[src/rtl/i2c_pkg.sv]
// Shared definitions for the I2C EEPROM write arbiter: FSM states,
// default timing limits and operand widths of the byte-write engine.
package i2c_pkg;

  // Post-write idle time (5 ms at 50 MHz), start and completion timeouts.
  localparam int unsigned TWR_CYCLES_DEF    = 250000;
  localparam int unsigned START_TIMEOUT_DEF = 16;
  localparam int unsigned DONE_TIMEOUT_DEF  = 500000;

  // Operand widths of the byte-write engine.
  localparam int CTRL_W = 8;
  localparam int ADDR_W = 16;
  localparam int DATA_W = 8;

  typedef enum logic [2:0] {
    ST_IDLE,
    ST_LAUNCH,
    ST_WAIT_DONE,
    ST_TWR,
    ST_ACK
  } arb_state_t;

  // Larger of two limits; sizes the shared timer.
  function automatic int unsigned max_u(input int unsigned a, input int unsigned b);
    return (a > b) ? a : b;
  endfunction

endpackage

[src/rtl/wr_cycle_timer.sv]
// Up-counter shared by all timed states of the arbiter. The cycle in which
// load is high is the first clock spent in the new state, so the counter
// restarts at 1 and 'expired' is suppressed during that cycle.
module wr_cycle_timer
#(
  parameter int W = 8
)
(
  input  logic         clk_50M,
  input  logic         reset,
  input  logic         load,
  input  logic         run,
  input  logic [W-1:0] limit,
  output logic         expired
);

  logic [W-1:0] cnt_reg;

  // Count clocks since the last load; saturate so a long stay cannot wrap below the limit.
  always_ff @(posedge clk_50M) begin
    if (reset) begin
      cnt_reg <= '0;
    end else if (load) begin
      cnt_reg <= W'(1);
    end else if (run && (cnt_reg != '1)) begin
      cnt_reg <= cnt_reg + W'(1);
    end
  end

  assign expired = !load && (cnt_reg >= limit);

endmodule

[src/rtl/i2c_eeprom_wr_arbiter.sv]
// Round-robin arbiter sharing one I2C EEPROM byte-write engine between two
// requesters. Launches the write, waits for the engine to finish, enforces
// the EEPROM internal write-cycle time and then acknowledges the requester.
module i2c_eeprom_wr_arbiter
  import i2c_pkg::*;
#(
  parameter int unsigned TWR_CYCLES    = TWR_CYCLES_DEF,
  parameter int unsigned START_TIMEOUT = START_TIMEOUT_DEF,
  parameter int unsigned DONE_TIMEOUT  = DONE_TIMEOUT_DEF
)
(
  input  logic              clk_50M,
  input  logic              reset,
  input  logic              req0,
  input  logic              req1,
  input  logic [CTRL_W-1:0] ctrl0,
  input  logic [CTRL_W-1:0] ctrl1,
  input  logic [ADDR_W-1:0] addr0,
  input  logic [ADDR_W-1:0] addr1,
  input  logic [DATA_W-1:0] data0,
  input  logic [DATA_W-1:0] data1,
  output logic              ack0,
  output logic              ack1,
  output logic              ack_err,
  output logic              busy,
  output logic              owner,
  output logic              wr_write,
  output logic [CTRL_W-1:0] wr_control,
  output logic [ADDR_W-1:0] wr_address,
  output logic [DATA_W-1:0] wr_data,
  input  logic              write_complete
);

  localparam int TMR_W = $clog2(max_u(DONE_TIMEOUT, TWR_CYCLES) + 1);

  arb_state_t       state_reg;
  logic             err_reg;
  logic             tmr_load_reg;
  logic [TMR_W-1:0] tmr_limit;
  logic             tmr_expired;
  logic             grant_sel;

  // On a tie the requester that did not win last time gets the engine.
  assign grant_sel = (req0 && req1) ? ~owner : req1;

  // Pick the timeout that applies to the current state.
  always_comb begin
    tmr_limit = TMR_W'(TWR_CYCLES);
    case (state_reg)
      ST_LAUNCH:    tmr_limit = TMR_W'(START_TIMEOUT);
      ST_WAIT_DONE: tmr_limit = TMR_W'(DONE_TIMEOUT);
      default:      ;
    endcase
  end

  wr_cycle_timer #(
    .W (TMR_W)
  ) u_timer (
    .clk_50M (clk_50M),
    .reset   (reset),
    .load    (tmr_load_reg),
    .run     (busy),
    .limit   (tmr_limit),
    .expired (tmr_expired)
  );

  // Arbitration FSM with registered outputs; the timer is reloaded on every state change.
  always_ff @(posedge clk_50M) begin
    if (reset) begin
      state_reg    <= ST_IDLE;
      err_reg      <= 1'b0;
      tmr_load_reg <= 1'b0;
      ack0         <= 1'b0;
      ack1         <= 1'b0;
      ack_err      <= 1'b0;
      busy         <= 1'b0;
      owner        <= 1'b1;
      wr_write     <= 1'b0;
      wr_control   <= '0;
      wr_address   <= '0;
      wr_data      <= '0;
    end else begin
      tmr_load_reg <= 1'b0;
      ack0         <= 1'b0;
      ack1         <= 1'b0;
      ack_err      <= 1'b0;
      case (state_reg)
        ST_IDLE: begin
          // A busy engine (e.g. still finishing after our reset) blocks any grant.
          if (write_complete && (req0 || req1)) begin
            owner        <= grant_sel;
            wr_control   <= grant_sel ? ctrl1 : ctrl0;
            wr_address   <= grant_sel ? addr1 : addr0;
            wr_data      <= grant_sel ? data1 : data0;
            wr_write     <= 1'b1;
            busy         <= 1'b1;
            tmr_load_reg <= 1'b1;
            state_reg    <= ST_LAUNCH;
          end
        end
        ST_LAUNCH: begin
          if (!write_complete) begin
            wr_write     <= 1'b0;
            tmr_load_reg <= 1'b1;
            state_reg    <= ST_WAIT_DONE;
          end else if (tmr_expired) begin
            // Engine never started: report failure without a tWR wait.
            wr_write     <= 1'b0;
            err_reg      <= 1'b1;
            ack0         <= ~owner;
            ack1         <= owner;
            ack_err      <= 1'b1;
            tmr_load_reg <= 1'b1;
            state_reg    <= ST_ACK;
          end
        end
        ST_WAIT_DONE: begin
          if (write_complete) begin
            tmr_load_reg <= 1'b1;
            state_reg    <= ST_TWR;
          end else if (tmr_expired) begin
            err_reg      <= 1'b1;
            ack0         <= ~owner;
            ack1         <= owner;
            ack_err      <= 1'b1;
            tmr_load_reg <= 1'b1;
            state_reg    <= ST_ACK;
          end
        end
        ST_TWR: begin
          if (tmr_expired) begin
            ack0         <= ~owner;
            ack1         <= owner;
            ack_err      <= err_reg;
            tmr_load_reg <= 1'b1;
            state_reg    <= ST_ACK;
          end
        end
        ST_ACK: begin
          // Ack is visible for this single cycle; requests are ignored here.
          err_reg      <= 1'b0;
          busy         <= 1'b0;
          tmr_load_reg <= 1'b1;
          state_reg    <= ST_IDLE;
        end
        default: begin
          state_reg <= ST_IDLE;
        end
      endcase
    end
  end

endmodule
[config.mk]
export PLATFORM = sky130hd
export DESIGN_NAME = i2c_eeprom_wr_arbiter
export DESIGN_NICKNAME = d
export VERILOG_FILES = /design/src/rtl/i2c_pkg.sv /design/src/rtl/wr_cycle_timer.sv /design/src/rtl/i2c_eeprom_wr_arbiter.sv
export SDC_FILE = /design/constraint.sdc
export NUM_CORES = 1
export LEC_CHECK = 0
export CAP_MARGIN = 20
export CORE_UTILIZATION = 35
export DETAILED_ROUTE_END_ITERATION = 10
export SYNTH_ARGS = -nofsm -noshare
export SYNTH_HDL_FRONTEND = slang
export SYNTH_SLANG_ARGS = --single-unit
export TNS_END_PERCENT = 50
[constraint.sdc]
create_clock -name clk_50M -period 4.95 [get_ports clk_50M]
set_input_delay 0.495 -clock clk_50M [delete_from_list [all_inputs] [get_ports clk_50M]]
set_output_delay 0.495 -clock clk_50M [all_outputs]
set_load 0.02 [all_outputs]
==> results.md <==
- Ys flop type: dfxtp_1
- Diodes inserted: 0
- Reg area: 1241 um2
- # IOs: 107
- Endpoints failing hold: 0
- DR WL/cell: 14.38 um
- Fin crit period: 2938 ps
- Clock Sinks: 62
- Residual DRC: 0
- Setup bufs post-CTS: 0
- Reg2reg setup slack: 2010 ps
- Layout area overhead: 41.82%
- Status: completed
- Clk pwr share: 35.4%
- P_sw: 0.3779 mW
- Num CTS Buffers: 9
- Mapped cell area: 3183 um2
- GRT Residual Overflow: 0
- Clock Skews: 6.804 ps
- DPL Wire Length: 5928 um
- TritonRoute pass-1 iters: 4
- Leakage: 1.665 nW
- CP Max Fanout: 18
- Clock-pin slew on the worst setup and hold paths: 70 ps
- Slew headroom: 57.72%
- WL final: 8036 um
- Part of the power in registers: 41.3%
- Arr. time, crit path: 3170 ps
- Worst path required time: 5180 ps
- Post-route ant nets: 0
- Met3 usage: 6.187%
- Crit start category: flop
- Post-synth EDFFs: 0
- Multi-input gate area: 1808 um2
- Initial Util: 36.32%
- Combinational cell fraction of total power: 23.3%
- Synth warn: 0
- Via count: 2,828
- Number of H-tree levels: 3
- Cell Pwr Density: 302.1 nW/um2
- First-pass GRT wire length: 13,340 um
- Pint: 0.9857 mW
- Syn_area_per_cell: 9.017 um2
- Share of cells above drive strength 1: 6.652%
- Final core occ: 51.51%
- Chip Height: 97.37 um
- Total GRT Usage: 17.43%
- Vias/cell: 5.059
- Worst-margin pin slew: 629.3 ps
- Busiest layer in global routing: met2
- Slew Limit Fails: 0
- Commonest non-fill, non-tap cell in the layout: clkdlybuf4s50_1
- Max reg flops: 19
- Largest net degree at the start of global routing: 68
- Total of max-cap violations: 0
- Port Buffers: 106
- GR Util met2: 29.10%
- Nets: 524
- Commonest non-fill, non-tap cells in the layout: 106 x clkdlybuf4s50_1, 62 x dfxtp_1, 58 x nor2_1
- Critical path endpoint category: flop
- Netlist cell types: 52
- Worst min-delay path class: reg2reg
- Die ar.: 9480 um2
- Setup_tns: 0 ps
- Post-CTS Resized: 0
- Setup-failing EPs final: 0
- Drt first-iter violations: 81
- Cell count after synthesis: 353
- Vias in the first global route: 2,714
- Syn Nets: 431
- # fillers: 845
- Clock Latency Late Sink: 330 ps
- Clk buf depth: 2
- Gpl congestion: 0.7325
- CTS tree: yes
- Root buf cell: clkbuf_8
- VDD IR max: 0.1495 mV
- Cts hold-fix bufs: 0
- Die X: 97.37 um
- FFs w/ async S/R, synth: 0%
- Final period utilization: 59.36%
- Worst setup path class: reg2reg
- M1 GR Usage: 21.13%
- Synth Register Bits: 62
- Total core area: 8763 um2
- Fmax: 0.3403 GHz
- Sw Ratio: 27.71%
- RSZ-0062 raised after global routing: no
- Row Count: 34
- Seq/Total Area, Yosys: 38.99%
- Initial antenna violation count: 0
-- synth_stat cells (4+ instances only) --
cell type | number | area [um2]
o21a_1 | 4 | 30.03
a21oi_1 | 9 | 45.04
clkbuf_1 | 17 | 63.81
nand4_1 | 7 | 43.79
xor2_1 | 10 | 87.58
nand2b_1 | 4 | 25.02
nand3_1 | 11 | 55.05
inv_1 | 7 | 26.28
ha_1 | 9 | 112.6
xnor2_1 | 7 | 61.31
and3_1 | 7 | 43.79
a211oi_1 | 33 | 247.7
nand2_1 | 10 | 37.54
nor3_1 | 8 | 40.04
mux2i_1 | 34 | 340.3
nor2_1 | 58 | 217.7
dfxtp_1 | 62 | 1241
-- per-stage QoR --
step	worst slack (ps)	hold slack, ps	total power [mW]	instances	area, um2
finish	2012	475.0	1.364	559	4514
global route	1794	519.2	1.431	559	4514
CTS	2063	477.5	1.379	559	4514
detailed placement	2054	461.1	0.8930	543	4294
global placement	2156	460.5	0.8903	543	4294
floorplan	2508	441.3	0.7472	353	3183
-- path summary, 6_finish.rpt --
path | from | endpoint | depth (start not counted)
setup / recovery | state_reg[1] | err_reg | 9
setup reg to reg | state_reg[1] | err_reg | 9
hold / removal | err_reg | err_reg | 1
hold reg to reg | err_reg | err_reg | 1
-- routing by layer --
metal	share of wire (%)	up-vias
li1	-	1470
met1	46	1280
met2	47	73
met3	6.3	5
met4	0.77	0
met5	0	-
-- final cells by class --
class | instances | share of cell area, %
Multi-Input combinational cell | 257 | 40.05
Sequential cell | 62 | 27.49
Timing Repair Buffer | 109 | 24.00
Clock buffer | 14 | 4.047
Tap cell | 108 | 2.993
Clock inverter | 2 | 0.8315
Inverter | 7 | 0.5820
-- cell families after synthesis --
group,after synthesis,synth area share (%)
compound gates,72,17.89
xor+xnor,17,4.678
fa+ha+maj,9,3.538
buf+inv,34,4.756
flops,62,38.99
mux,34,10.69
simple gates,125,19.46
-- critical path: stages (launching register included) --
cell	delay, ps
dfxtp_1	660
or3b_1	560
nand2_1	180
ha_1	250
nor2b_1	140
and4b_1	200
a31oi_1	320
o221ai_2	180
and3_1	180
o21a_1	160
-- power groups by stage --
| stage | Combinational, mW | Sequential, mW | Clock [mW] |
|---|---|---|---|
| global placement | 0.318 | 0.573 | 0 |
| global route | 0.347 | 0.569 | 0.515 |
| finish | 0.317 | 0.563 | 0.483 |
| floorplan | 0.144 | 0.603 | 0 |
| detailed placement | 0.319 | 0.574 | 0 |
| CTS | 0.321 | 0.563 | 0.495 |
(Power assumes the default switching activity.)
